==> src/rtl/lc3b_bpred_pkg.sv <==
// Shared LC-3b branch-prediction types: prediction bits, PHT counter type/encodings
// and the saturating counter step used by lc3b_bpred.
package lc3b_types;

  typedef struct packed {
    logic btb_hit;
    logic pht_taken;
  } lc3b_brp_bits;

  typedef logic [1:0] lc3b_pht_ctr;

  localparam lc3b_pht_ctr PHT_SNT = 2'b00;
  localparam lc3b_pht_ctr PHT_WNT = 2'b01;
  localparam lc3b_pht_ctr PHT_WT  = 2'b10;
  localparam lc3b_pht_ctr PHT_ST  = 2'b11;

  localparam int unsigned PC_W = 16;

  function automatic lc3b_pht_ctr pht_next(input lc3b_pht_ctr ctr, input logic taken);
    lc3b_pht_ctr res;
    res = ctr;
    if (taken) begin
      if (ctr != PHT_ST) res = ctr + 2'd1;
    end else begin
      if (ctr != PHT_SNT) res = ctr - 2'd1;
    end
    return res;
  endfunction

endpackage

==> src/rtl/lc3b_bpred_btb.sv <==
// Direct-mapped branch target buffer: combinational read, synchronous write,
// asynchronous clear of the valid bits. Ports take the word address pc[15:1].
module lc3b_btb #(
  parameter int unsigned ENTRIES = 16
) (
  input  logic        clk,
  input  logic        rst,
  input  logic [14:0] i_rd_pc,
  output logic        o_hit,
  output logic [15:0] o_target,
  input  logic        i_wr_en,
  input  logic [14:0] i_wr_pc,
  input  logic [15:0] i_wr_target
);

  localparam int unsigned IDX_W = $clog2(ENTRIES);
  localparam int unsigned TAG_W = 15 - IDX_W;

  logic [ENTRIES-1:0] r_valid;
  logic [TAG_W-1:0]   r_tag    [ENTRIES];
  logic [15:0]        r_target [ENTRIES];

  logic [IDX_W-1:0] w_rd_idx;
  logic [TAG_W-1:0] w_rd_tag;
  logic [IDX_W-1:0] w_wr_idx;
  logic [TAG_W-1:0] w_wr_tag;

  assign w_rd_idx = i_rd_pc[IDX_W-1:0];
  assign w_rd_tag = i_rd_pc[14:IDX_W];
  assign w_wr_idx = i_wr_pc[IDX_W-1:0];
  assign w_wr_tag = i_wr_pc[14:IDX_W];

  always_ff @(posedge clk or posedge rst) begin
    if (rst) begin
      r_valid <= '0;
    end else if (i_wr_en) begin
      r_valid[w_wr_idx] <= 1'b1;
    end
  end

  // Tag/target need no reset: they are only observed behind a set valid bit.
  always_ff @(posedge clk) begin
    if (i_wr_en) begin
      r_tag[w_wr_idx]    <= w_wr_tag;
      r_target[w_wr_idx] <= i_wr_target;
    end
  end

  assign o_hit    = r_valid[w_rd_idx] && (r_tag[w_rd_idx] == w_rd_tag);
  assign o_target = o_hit ? r_target[w_rd_idx] : 16'h0000;

endmodule

==> src/rtl/lc3b_bpred.sv <==
// LC-3b branch predictor: BTB + 2-bit PHT, same-cycle prediction, resolve-stage training,
// mispredict detect and saturating stats. Define LC3B_BPRED_GSHARE_EN for gshare indexing.
module lc3b_bpred
  import lc3b_types::*;
#(
  parameter int unsigned BTB_ENTRIES = 16,
  parameter int unsigned PHT_ENTRIES = 64,
  parameter int unsigned GHR_BITS    = 4
) (
  input  logic         clk,
  input  logic         reset,
  input  logic [15:0]  fetch_pc,
  output lc3b_brp_bits pred_bits,
  output logic         pred_taken,
  output logic [15:0]  pred_target,
  input  logic         upd_valid,
  input  logic [15:0]  upd_pc,
  input  logic         upd_taken,
  input  logic [15:0]  upd_target,
  input  lc3b_brp_bits upd_brp,
  input  logic [15:0]  upd_pred_target,
  output logic         mispredict,
  output logic [15:0]  br_count,
  output logic [15:0]  mp_count
);

  localparam int unsigned P = $clog2(PHT_ENTRIES);

  lc3b_pht_ctr r_pht [PHT_ENTRIES];
  logic [15:0] r_br_count;
  logic [15:0] r_mp_count;

  logic [P-1:0] w_fetch_idx;
  logic [P-1:0] w_upd_idx;
  logic         w_btb_hit;
  logic         w_upd_pred_taken;
  logic [1:0]   w_unused_pc_lsb;

  assign w_unused_pc_lsb = {fetch_pc[0], upd_pc[0]};

`ifdef LC3B_BPRED_GSHARE_EN
  logic [GHR_BITS-1:0] r_ghr;

  // History is trained only by resolved branches; update index uses the pre-shift value.
  always_ff @(posedge clk or posedge reset) begin
    if (reset) begin
      r_ghr <= '0;
    end else if (upd_valid) begin
      r_ghr <= GHR_BITS'({r_ghr, upd_taken});
    end
  end

  assign w_fetch_idx = fetch_pc[P:1] ^ P'(r_ghr);
  assign w_upd_idx   = upd_pc[P:1] ^ P'(r_ghr);
`else
  logic [31:0] w_unused_ghr_bits;
  assign w_unused_ghr_bits = 32'(GHR_BITS);

  assign w_fetch_idx = fetch_pc[P:1];
  assign w_upd_idx   = upd_pc[P:1];
`endif

  lc3b_btb #(
    .ENTRIES (BTB_ENTRIES)
  ) u_btb (
    .clk         (clk),
    .rst         (reset),
    .i_rd_pc     (fetch_pc[15:1]),
    .o_hit       (w_btb_hit),
    .o_target    (pred_target),
    .i_wr_en     (upd_valid & upd_taken),
    .i_wr_pc     (upd_pc[15:1]),
    .i_wr_target (upd_target)
  );

  always_ff @(posedge clk or posedge reset) begin
    if (reset) begin
      for (int unsigned i = 0; i < PHT_ENTRIES; i++) begin
        r_pht[i] <= PHT_WNT;
      end
    end else if (upd_valid) begin
      r_pht[w_upd_idx] <= pht_next(r_pht[w_upd_idx], upd_taken);
    end
  end

  assign pred_bits.btb_hit   = w_btb_hit;
  assign pred_bits.pht_taken = r_pht[w_fetch_idx][1];
  assign pred_taken          = w_btb_hit & r_pht[w_fetch_idx][1];

  // Redirect on direction error, or on a correctly predicted taken branch with a stale target.
  assign w_upd_pred_taken = upd_brp.btb_hit & upd_brp.pht_taken;
  assign mispredict = upd_valid &
                      ((w_upd_pred_taken != upd_taken) |
                       (upd_taken & w_upd_pred_taken & (upd_pred_target != upd_target)));

  always_ff @(posedge clk or posedge reset) begin
    if (reset) begin
      r_br_count <= 16'h0000;
      r_mp_count <= 16'h0000;
    end else begin
      if (upd_valid && (r_br_count != 16'hFFFF)) r_br_count <= r_br_count + 16'd1;
      if (mispredict && (r_mp_count != 16'hFFFF)) r_mp_count <= r_mp_count + 16'd1;
    end
  end

  assign br_count = r_br_count;
  assign mp_count = r_mp_count;

endmodule

==> config.mk <==
export PLATFORM = sky130hd
export DESIGN_NAME = lc3b_bpred
export DESIGN_NICKNAME = d
export VERILOG_FILES = /design/src/rtl/lc3b_bpred_pkg.sv /design/src/rtl/lc3b_bpred_btb.sv /design/src/rtl/lc3b_bpred.sv
export SDC_FILE = /design/constraint.sdc
export NUM_CORES = 1
export LEC_CHECK = 0
export CAP_MARGIN = 20
export CORE_AREA = 10 10 213 215
export CTS_BUF_LIST = sky130_fd_sc_hd__clkbuf_8
export DETAILED_ROUTE_END_ITERATION = 10
export DIE_AREA = 0 0 223 225
export MAX_ROUTING_LAYER = met4
export PLACE_DENSITY = 0.82
export SETUP_SLACK_MARGIN = 0.3
export SYNTH_ARGS = -nofsm -noshare
export SYNTH_HDL_FRONTEND = slang
export SYNTH_SLANG_ARGS = --single-unit
==> constraint.sdc <==
create_clock -name clk -period 7.5 [get_ports clk]
set_input_delay 1.5 -clock clk [delete_from_list [all_inputs] [get_ports clk]]
set_output_delay 1.5 -clock clk [all_outputs]
set_load 0.05 [all_outputs]
After elaboration in Yosys (flattened, before gate mapping)
Memories as Yosys holds them, arrays and structs flattened. Cells that the tools add are included. Widths: inputs -> output; s select.

Flip-flop bits (word level): 176. Bits in writable memories: 432. Output and inout bits: 52. Word-level logic and storage cells: 121. Memories: 2.

$add $sub $neg: 4. $lt $le $gt $ge: 6. Equal/unequal tests: 6. Mux-type cells: 20. Bitwise gates (word level): 10. Reductions and logical operators: 6.

Memory list: u_btb.r_target (depth 16, width 16, read ports 1, clocked after Yosys merged registers in 0, wr ports 1, line lc3b_bpred_btb.sv:21) `logic [15:0] r_target [ENTRIES];`; u_btb.r_tag (depth 16, width 11, read ports 1, clocked after Yosys merged registers in 0, wr ports 1, line lc3b_bpred_btb.sv:20) `logic [TAG_W-1:0] r_tag [ENTRIES];`.

Operator list (number): $bwmux 128 (1); $add 16x1->16 const B (2); $ne 16x16->1 const B (2); $bmux 2 s6 (2); $mux 2 (9); $mux 16 (1); $ne 16x16->1 (1); $or 16x16->16 (1); $ge 7x7->1 const B (2); $not 6->7 (2); $demux 2 s6 (1); $eq 11x11->1 (1); $lt 4x5->1 const B (2); $lt 7x1->1 const B (1); $and 1x1->1 (6); $logic_and 1x1->1 (5); $bmux 1 s4 (1); $demux 1 s4 (1); $ge 4x1->1 const B (1); $mux 1 (4); $add 2x1->2 const B (1); $ne 2x2->1 const B (1); $reduce_bool 2->1 (1); $sub 2x1->2 const B (1); other kinds (2) (2).

Depth between registers and ports, before layout
Depth after elaboration: 9. Mapped depth: 12.

Cells and area by module
From an unflattened synthesis, not the netlist that was laid out.

Cells, all modules: 1582. Area total of the unflattened synthesis: 26063.7 µm².

By module, submodules not included: lc3b_btb (instances 1, cells each 750, area each 17585.6 µm², sequential area each 13372.8 µm²); lc3b_bpred (instances 1, cells each 832, area each 8478.1 µm², sequential area each 4083.9 µm²).

Worst setup path before layout
No wires, ideal clock.

Kind: in2out. Start: input port fetch_pc[2]. End: output port pred_target[10]. Arrival time: 4.401 ns. Path slack: 1.599 ns. Stages: 11. Path through: buf_2 > buf_2 > buf_2 > buf_1 > mux2i_1 > mux2i_1 > xor2_1 > a211oi_1 > nand4_2 > buf_2 > nor2b_1.

Word-level cells in the longest chain between the ends: 4.

Ends and longest elaborated chain: start: declaration (line lc3b_bpred.sv:12) `input logic [15:0] fetch_pc,`; $mem_v2 16x11 / $bmux 1 s4 (equally long branches); $eq 11x11->1 / $mux 1 (equally long branches) (line lc3b_bpred_btb.sv:49) `assign o_hit = r_valid[w_rd_idx] && (r_tag[w_rd_idx] == w_rd_tag);`; $logic_and 1x1->1 (line lc3b_bpred_btb.sv:49); $mux 16 * (line lc3b_bpred_btb.sv:50) `assign o_target = o_hit ? r_target[w_rd_idx] : 16'h0000;`; end: declaration (line lc3b_bpred.sv:15) `output logic [15:0] pred_target,`.

Every way passes the cells marked *; elsewhere a longest branch is shown, timed or not. The select of a mux whose other input is x is not followed.

Worst setup path after layout
Start: input port fetch_pc[2]. End: output port pred_target[12].

The elaborated chain is that of the path after synthesis.

==> results.md <==
* Top post-synthesis cells by area: edfxtp_1 51%, mux4_2 16%, dfrtp_1 11%, dfstp_2 6.6%, nor2_1 2.4%
* Layout area overhead at 14.8%
* Fin util at 71.2%
* Final worst path period share at 85.2%
* Via Count at 14780
* Async SR Flop Fraction at 28.9%
* Root buffer cell: clkbuf_8
* Post-route setup TNS at 0 ns
* RR Endpoint: r_pht[108]
* Area of the core at 41400 um^2
* Post-layout power at 7.59 mW
* Initial antenna violation count at 1
* Final setup fails at 0
* Vias in the first global route at 15563
* Hold buffer count at CTS at 0
* Pwr dens at 258 nW/um^2
* RSZ-0062 raised after global routing: no
* Initial Util at 62.0%
* Port bufs at 119
* R2R cell count at 7
* Netlist cell types at 48
* Crit-path slowest cell: buf_4
* Crit end category: output pin
* Std cell rows at 75
* Clock Skew at 0.0227 ns
* GP Congestion at 0.797
* Number of synthesized flops with an enable pin at 432
* IO Pins at 122
* Hold wc startpoint: r_pht[44]
* Crit-path cells: buf_4 > buf_4 > mux4_2 > mux2i_1 > xor2_1 > o21ai_0 > o21ai_0 > nand4_2 > buf_4 > nor2b_1 > buf_12
* Post-route insts no fill at 2337
* Fill cells at 2448
* Mapped Cells at 1553
* Worst Path Max Fanout at 58
* Seq/Total Area, Yosys at 68.0%
* Critical path's largest stage delay at 0.71 ns
* Critical Path Most Common Cell: buf_4
* Sum of net half-perimeters after detailed placement at 34400 um
* Avg Cell Area, Syn at 16.5 um^2
* Clk buf depth at 3
* Chip height at 225 um
* Nets at 1791
* Post-route ant nets at 0
* Syn_nets at 1626
* Crit Path Category: in2out
* Max Transition Viols Final at 0
* Final wirelength at 59200 um
* Global-route wire length before repair at 91600 um
* DRC at 0
* Worst EP required at 6.00 ns
* CP Launch Type: input port
* Clock Latency Late Sink at 0.65 ns
* Fin. Hold Viols at 0
* Dpl ws at 1.06 ns
* Worst IR Drop VDD at 237 uV
* DIE AREA at 50200 um^2
* CTS tree: yes
* TritonCTS buffer count at 93
* Pin count of the biggest net entering global routing at 126
* Slew @ Worst Pin at 1.07 ns
* PostCTS Resize Cnt at 0
* DR vias/cell at 6.32
* Share of the synthesized area in the top cell type at 50.5%
* Clk sinks at 608
* Reg-to-reg setup timing slack at 4.58 ns
* Worst EP arrival at 4.89 ns
* Fmax at 156 MHz
* H-Tree Depth at 3
* Hold Path Depth at 2
* 1st-pass router iterations at 5
* WL per Instance at 25.4 um
* Final worst setup slack at 1.11 ns
* Dpl cells at 2159
* Setup bufs post-CTS at 0
* Ratio of cells with drive above 1 in the final layout at 26.3%
* Type of the tightest min-delay check: reg2reg
* Yosys warns at 0
* Slew Limit Headroom at 28.2%
* Clock-pin slew on the worst setup and hold paths at 0.06 ns
* Reg2reg start: r_pht[105]
* Flop and latch count out of synthesis at 608
* Ys flop type: edfxtp_1
* Max_cap viols at 0
* Area of the mapped netlist at 25700 um^2
* Iteration-0 DRC Markers at 1499
* WHS Endpoint: r_pht[44]
* Die span in x at 223 um
* GR Util All Layers at 24.4%
* Area leader, netlist: edfxtp_1
* Status: complete, no violations
* Pleak at 10.2 nW
* GR Overflow Total at 0
* Final worst path period need at 6.39 ns
==> metrics by stage <==
stage	hold slack [ns]	area, um^2
final	0.462	29500
after global routing	0.473	29500
after global placement	0.446	27600
after floorplan	0.434	25700
after CTS	0.463	29400
after detailed placement	0.447	27600
==> cells in the final DEF, fill, tap and decap left out, types with 3 or more instances in the layout <==
cell type and count:
nor2_4 14, a21oi_1 70, or2_2 18, nand2b_1 11, buf_2 3, clkbuf_8 106
nor3_1 9, nor2_1 148, nand2_1 133, clkinv_1 14, mux4_2 188, xor2_1 17
nand3_1 20, xnor2_1 40, mux2i_1 16, buf_4 32, a22oi_1 16, nand4_1 12
o31ai_1 4, clkinv_2 7, clkinvlp_4 3, nor4_1 4, inv_6 3, clkdlybuf4s50_1 95
inv_1 55, and3_1 5, edfxtp_1 432, dfstp_2 64, nor2b_1 27, ha_1 3
dfrtp_1 112, buf_12 21, o21ai_0 6, and2_1 6, o21ai_1 56
==> layer usage <==
layer | global-route usage, % | vias to the layer above | part of all wire [%]
li1 | - | 6325 | -
met1 | 30.4 | 7649 | 37
met2 | 39.8 | 666 | 52
met3 | 4.97 | 140 | 7.9
met4 | 8.00 | 0 | 2.8
met5 | - | - | 0
==> kinds of logic (layout without fill, tap and decap cells) <==
logic type / count (synthesis) / count (layout) / synth area share (%)
multiplexers: 206 / 206 / 17.2
adder cells (fa/ha/maj): 5 / 5 / 0.229
AND/OR/NAND/NOR: 418 / 418 / 7.24
AO/OA/AOI/OAI: 160 / 160 / 3.42
buffers and inverters: 99 / 343 / 1.95
XOR/XNOR: 57 / 57 / 1.95
other: 0 / 1 / 0
flip-flops: 608 / 608 / 68.0
==> flip-flops by register name, indices dropped and copies added, names as in the netlist <==
name            flops
u_btb.r_target    256
u_btb.r_tag       176
br_count           16
u_btb.r_valid      16
r_pht             128
mp_count           16
==> worst max-delay path: cells and delay by family <==
kind            cells  cell delay (ns)
compound gates      2             0.43
xor+xnor            1             0.16
buf+inv             4             1.65
mux                 2             0.54
simple gates        2             0.51
==> how the worst max path moves through the flow <==
stage                      from         endpoint  slack [ns]  cells after the start
floorplan                 reset      br_count[0]        1.33                      1
global placement    fetch_pc[1]  pred_target[12]        1.08                     10
detailed placement  fetch_pc[1]   pred_target[8]        1.06                     10
CTS                 fetch_pc[1]  pred_target[12]        1.03                     10
global route        fetch_pc[1]  pred_target[12]        0.86                     10
finish              fetch_pc[2]  pred_target[12]        1.11                     11
==> layout make-up <==
type	instances	area, um^2	share of cell area (%)
Clock buffer	105	1450	4.90
Antenna cell	1	2.50	0.00849
Timing Repair Buffer	153	1670	5.66
Multi-Input combinational cell	846	7830	26.6
Tap cell	539	674	2.29
Clock inverter	69	330	1.12
Inverter	16	65.1	0.221
Sequential cell	608	17500	59.2
==> cells in the mapped netlist (all sizes together), types with 11 or more instances <==
| cell | count |
|---|---|
| o21ai | 62 |
| nand3 | 20 |
| nand4 | 13 |
| xor2 | 17 |
| buf | 56 |
| a22oi | 16 |
| nor3 | 11 |
| dfrtp | 112 |
| nor2 | 162 |
| edfxtp | 432 |
| dfstp | 64 |
| xnor2 | 40 |
| inv | 16 |
| mux4 | 188 |
| nand2b | 11 |
| nand2 | 133 |
| a21oi | 70 |
| or2 | 18 |
| nor2b | 27 |
| mux2i | 16 |
| clkbuf | 27 |
==> report_power, final <==
part,internal [mW],switching [mW],total [mW]
Clock,1.32,1.26,2.58
Sequential,3.86,0.156,4.02
Combinational,0.438,0.552,0.991
Total,5.62,1.97,7.59
(Power assumes the default switching activity.)
==> RTL change, RTL diff (same flow settings) <==
The option `LC3B_BPRED_GSHARE_EN` is turned on by a define.
--- a/src/rtl/lc3b_bpred.sv
+++ b/src/rtl/lc3b_bpred.sv
@@ -1,5 +1,7 @@
 // LC-3b branch predictor: BTB + 2-bit PHT, same-cycle prediction, resolve-stage training,
 // mispredict detect and saturating stats. Define LC3B_BPRED_GSHARE_EN for gshare indexing.
+`define LC3B_BPRED_GSHARE_EN
+
 module lc3b_bpred
   import lc3b_types::*;
 #(
Check against the original RTL: not equivalent (Yosys sat finds a counterexample within 4 cycles, from zero or initial values and one cycle with reset high).
==> RTL change against the original RTL <==
Clock power increased by 5%; hold slack improved by 0.0096 ns; combinational power up 48%; power is 12% higher; non-clock buffer count is 11 higher; critical path type unchanged; die area is the same; area after synthesis down 0.97%; critical endpoint is now pred_target[7]; setup slack worse by 0.22 ns; sequential cell count grew 4; largest cell class unchanged; register-to-register slack got worse by 1.6 ns; final area shrank 0.62%; wire length rose by 4.0%; largest power group unchanged.
==> RTL change: results (changes against the original RTL) <==
<table>
<tr><th>Metric</th><th>Value</th></tr>
<tr><th colspan="2">GRT</th></tr>
<tr><td>Via count of the first global-routing pass</td><td>16000 (+2.6%)</td></tr>
<tr><td>Wire length of the first global-routing pass</td><td>94800 um (+3.4%)</td></tr>
<tr><td>Pin count of the biggest net entering global routing</td><td>74 (-41%)</td></tr>
<tr><td>Aggregate global-route resource usage</td><td>25.4% (+1.0 points)</td></tr>
<tr><th colspan="2">Routing</th></tr>
<tr><td>First DRT Iteration DRCs</td><td>1557 (+3.9%)</td></tr>
<tr><td>Drt first pass iters</td><td>6 (+1)</td></tr>
<tr><td>Vias per cell</td><td>6.43 (+1.6%)</td></tr>
<tr><td>Routed len/inst</td><td>26.1 um (+3.0%)</td></tr>
<tr><th colspan="2">Finish</th></tr>
<tr><td>Finished Layout Cells</td><td>2361 (+1.0%)</td></tr>
<tr><td>Share of layout cells above drive strength 1</td><td>24.7% (-1.6 points)</td></tr>
<tr><td>Fill count</td><td>2490 (+1.7%)</td></tr>
<tr><td>Nets@finish</td><td>1819 (+1.6%)</td></tr>
<tr><th colspan="2">Placed design</th></tr>
<tr><td>Total placed instance area</td><td>0.0274 mm2 (-0.72%)</td></tr>
<tr><td>DP Cell Count</td><td>2188 (+1.3%)</td></tr>
<tr><td>Weighted congestion at the end of routability-driven global placement</td><td>0.919 (+15%)</td></tr>
<tr><td>Half-perimeter wire length after placement</td><td>35800 um (+4.1%)</td></tr>
<tr><th colspan="2">Power</th></tr>
<tr><td>Leakage power of the design</td><td>10.1 nW (-0.83%)</td></tr>
<tr><td>IR Drop Worst-Case VDD</td><td>0.000233 V (-2.0%)</td></tr>
<tr><th colspan="2">STA</th></tr>
<tr><td>Clock skew after layout</td><td>0.0546 ns (+0.0319 ns)</td></tr>
<tr><td>Worst-case headroom to the max-slew limit</td><td>19.6% (-8.6 points)</td></tr>
<tr><th colspan="2">Critical path</th></tr>
<tr><td>Maximum fanout along the worst path</td><td>22 (-62%)</td></tr>
<tr><td>Arrival time at the worst endpoint</td><td>5.11 ns (+0.22 ns)</td></tr>
<tr><th colspan="2">Synth</th></tr>
<tr><td>Number of distinct standard cells referenced by the synthesized netlist</td><td>58 (+21%)</td></tr>
<tr><td>Most area-consuming cells after synthesis</td><td>sky130_fd_sc_hd__edfxtp_1, sky130_fd_sc_hd__mux4_2, sky130_fd_sc_hd__dfrtp_1</td></tr>
<tr><td>Share of synthesized flip-flops with an asynchronous set or reset</td><td>29.4% (+0.46 points)</td></tr>
<tr><td>Top cells by count, synth</td><td>sky130_fd_sc_hd__edfxtp_1, sky130_fd_sc_hd__nand2_1, sky130_fd_sc_hd__mux4_2</td></tr>
<tr><td>Sequential cell area fraction in the yosys report</td><td>69.1% (+1.1 points)</td></tr>
<tr><th colspan="2">Clock tree</th></tr>
<tr><td>Number of clock buffers inserted by TritonCTS</td><td>94 (+1.1%)</td></tr>
<tr><td>Clock network latency to the later pin of the worst-skew pair</td><td>0.67 ns (+0.02 ns)</td></tr>
<tr><th colspan="2">Outcome</th></tr>
<tr><td>Outcome</td><td>completed</td></tr>
</table>
RTL change: cell types whose count changed after synthesis, sizes merged, moves of 10 or more:
| cell | delta |
|---|---|
| nor2 | -124 |
| nand2 | +123 |
| o21ai | +84 |
| a21oi | -64 |
| nor2b | -27 |
| mux4 | -25 |
| buf | -18 |
| and2 | +16 |
| xnor2 | +16 |
| a22oi | -15 |
| mux2i | -14 |
| o22ai | +13 |
| inv | -10 |
RTL change: critical path: stages:
cell	delay (ns)
sky130_fd_sc_hd__buf_2	0.51
sky130_fd_sc_hd__buf_4	0.37
sky130_fd_sc_hd__mux4_2	0.35
sky130_fd_sc_hd__mux4_2	0.50
sky130_fd_sc_hd__xnor2_1	0.27
sky130_fd_sc_hd__nand4_1	0.15
sky130_fd_sc_hd__nor3_2	0.24
sky130_fd_sc_hd__clkbuf_8	0.26
sky130_fd_sc_hd__and2_1	0.14
sky130_fd_sc_hd__clkdlybuf4s50_1	0.81
RTL change: metrics by stage:
step                      util, %  worst slack [ns]
after floorplan                 -              1.22
after global placement       66.3             0.488
after detailed placement     66.3             0.341
after CTS                    70.7             0.333
after global routing         70.8             0.724
final                        70.8             0.885
RTL change: per-layer routing:
metal  GRT usage [%]  up-vias  part of all wire (%)
met5               -        -                     0
met4            10.7        0                   3.5
met3            4.53      172                   8.7
met2            41.3      854                    51
met1            31.2     7716                    36
li1                -     6435                     -
RTL change: power by group:
group | leakage [nW] | internal [W] | switching (W) | total [W]
sequential | 6.07 | 0.00409 | 0.000272 | 0.00436
combinational | 2.96 | 0.000590 | 0.000878 | 0.00147
clock | 1.07 | 0.00145 | 0.00125 | 0.00270
RTL change: final cells by class:
type	instances	share of cell area, %
Sequential cell	612	59.9
Multi-Input combinational cell	868	26.1
Timing Repair Buffer	164	5.29
Clock buffer	104	4.89
Tap cell	539	2.30
Clock inverter	67	1.41
Inverter	6	0.0940
Antenna cell	1	0.00854
RTL change: final timing paths:
kind | slack, ns | startpoint | endpoint | depth (start not counted)
worst max-delay path | 0.89 | fetch_pc[3] | pred_target[7] | 10
worst max register to register | 3.03 | r_ghr[2]$_DFFE_PP0P_ | r_pht[2]$_DFFE_PP1P_ | 10
worst min register to register | 0.47 | u_btb.r_valid[4]$_DFFE_PP0P_ | u_btb.r_valid[4]$_DFFE_PP0P_ | 1
max in group asynchronous | 4.96 | reset | br_count[6]$_DFFE_PP0P_ | 3
min in group asynchronous | 1.33 | reset | r_pht[63]$_DFFE_PP0P_ | 2
worst min-delay path | 0.47 | u_btb.r_valid[4]$_DFFE_PP0P_ | u_btb.r_valid[4]$_DFFE_PP0P_ | 1
RTL change: cells by family after synthesis:
kind of cell    synth area share [%]
xor+xnor                        2.47
buf+inv                         1.45
mux                             14.9
compound gates                  4.81
fa+ha+maj                      0.231
flops                           69.1
simple gates                    7.08
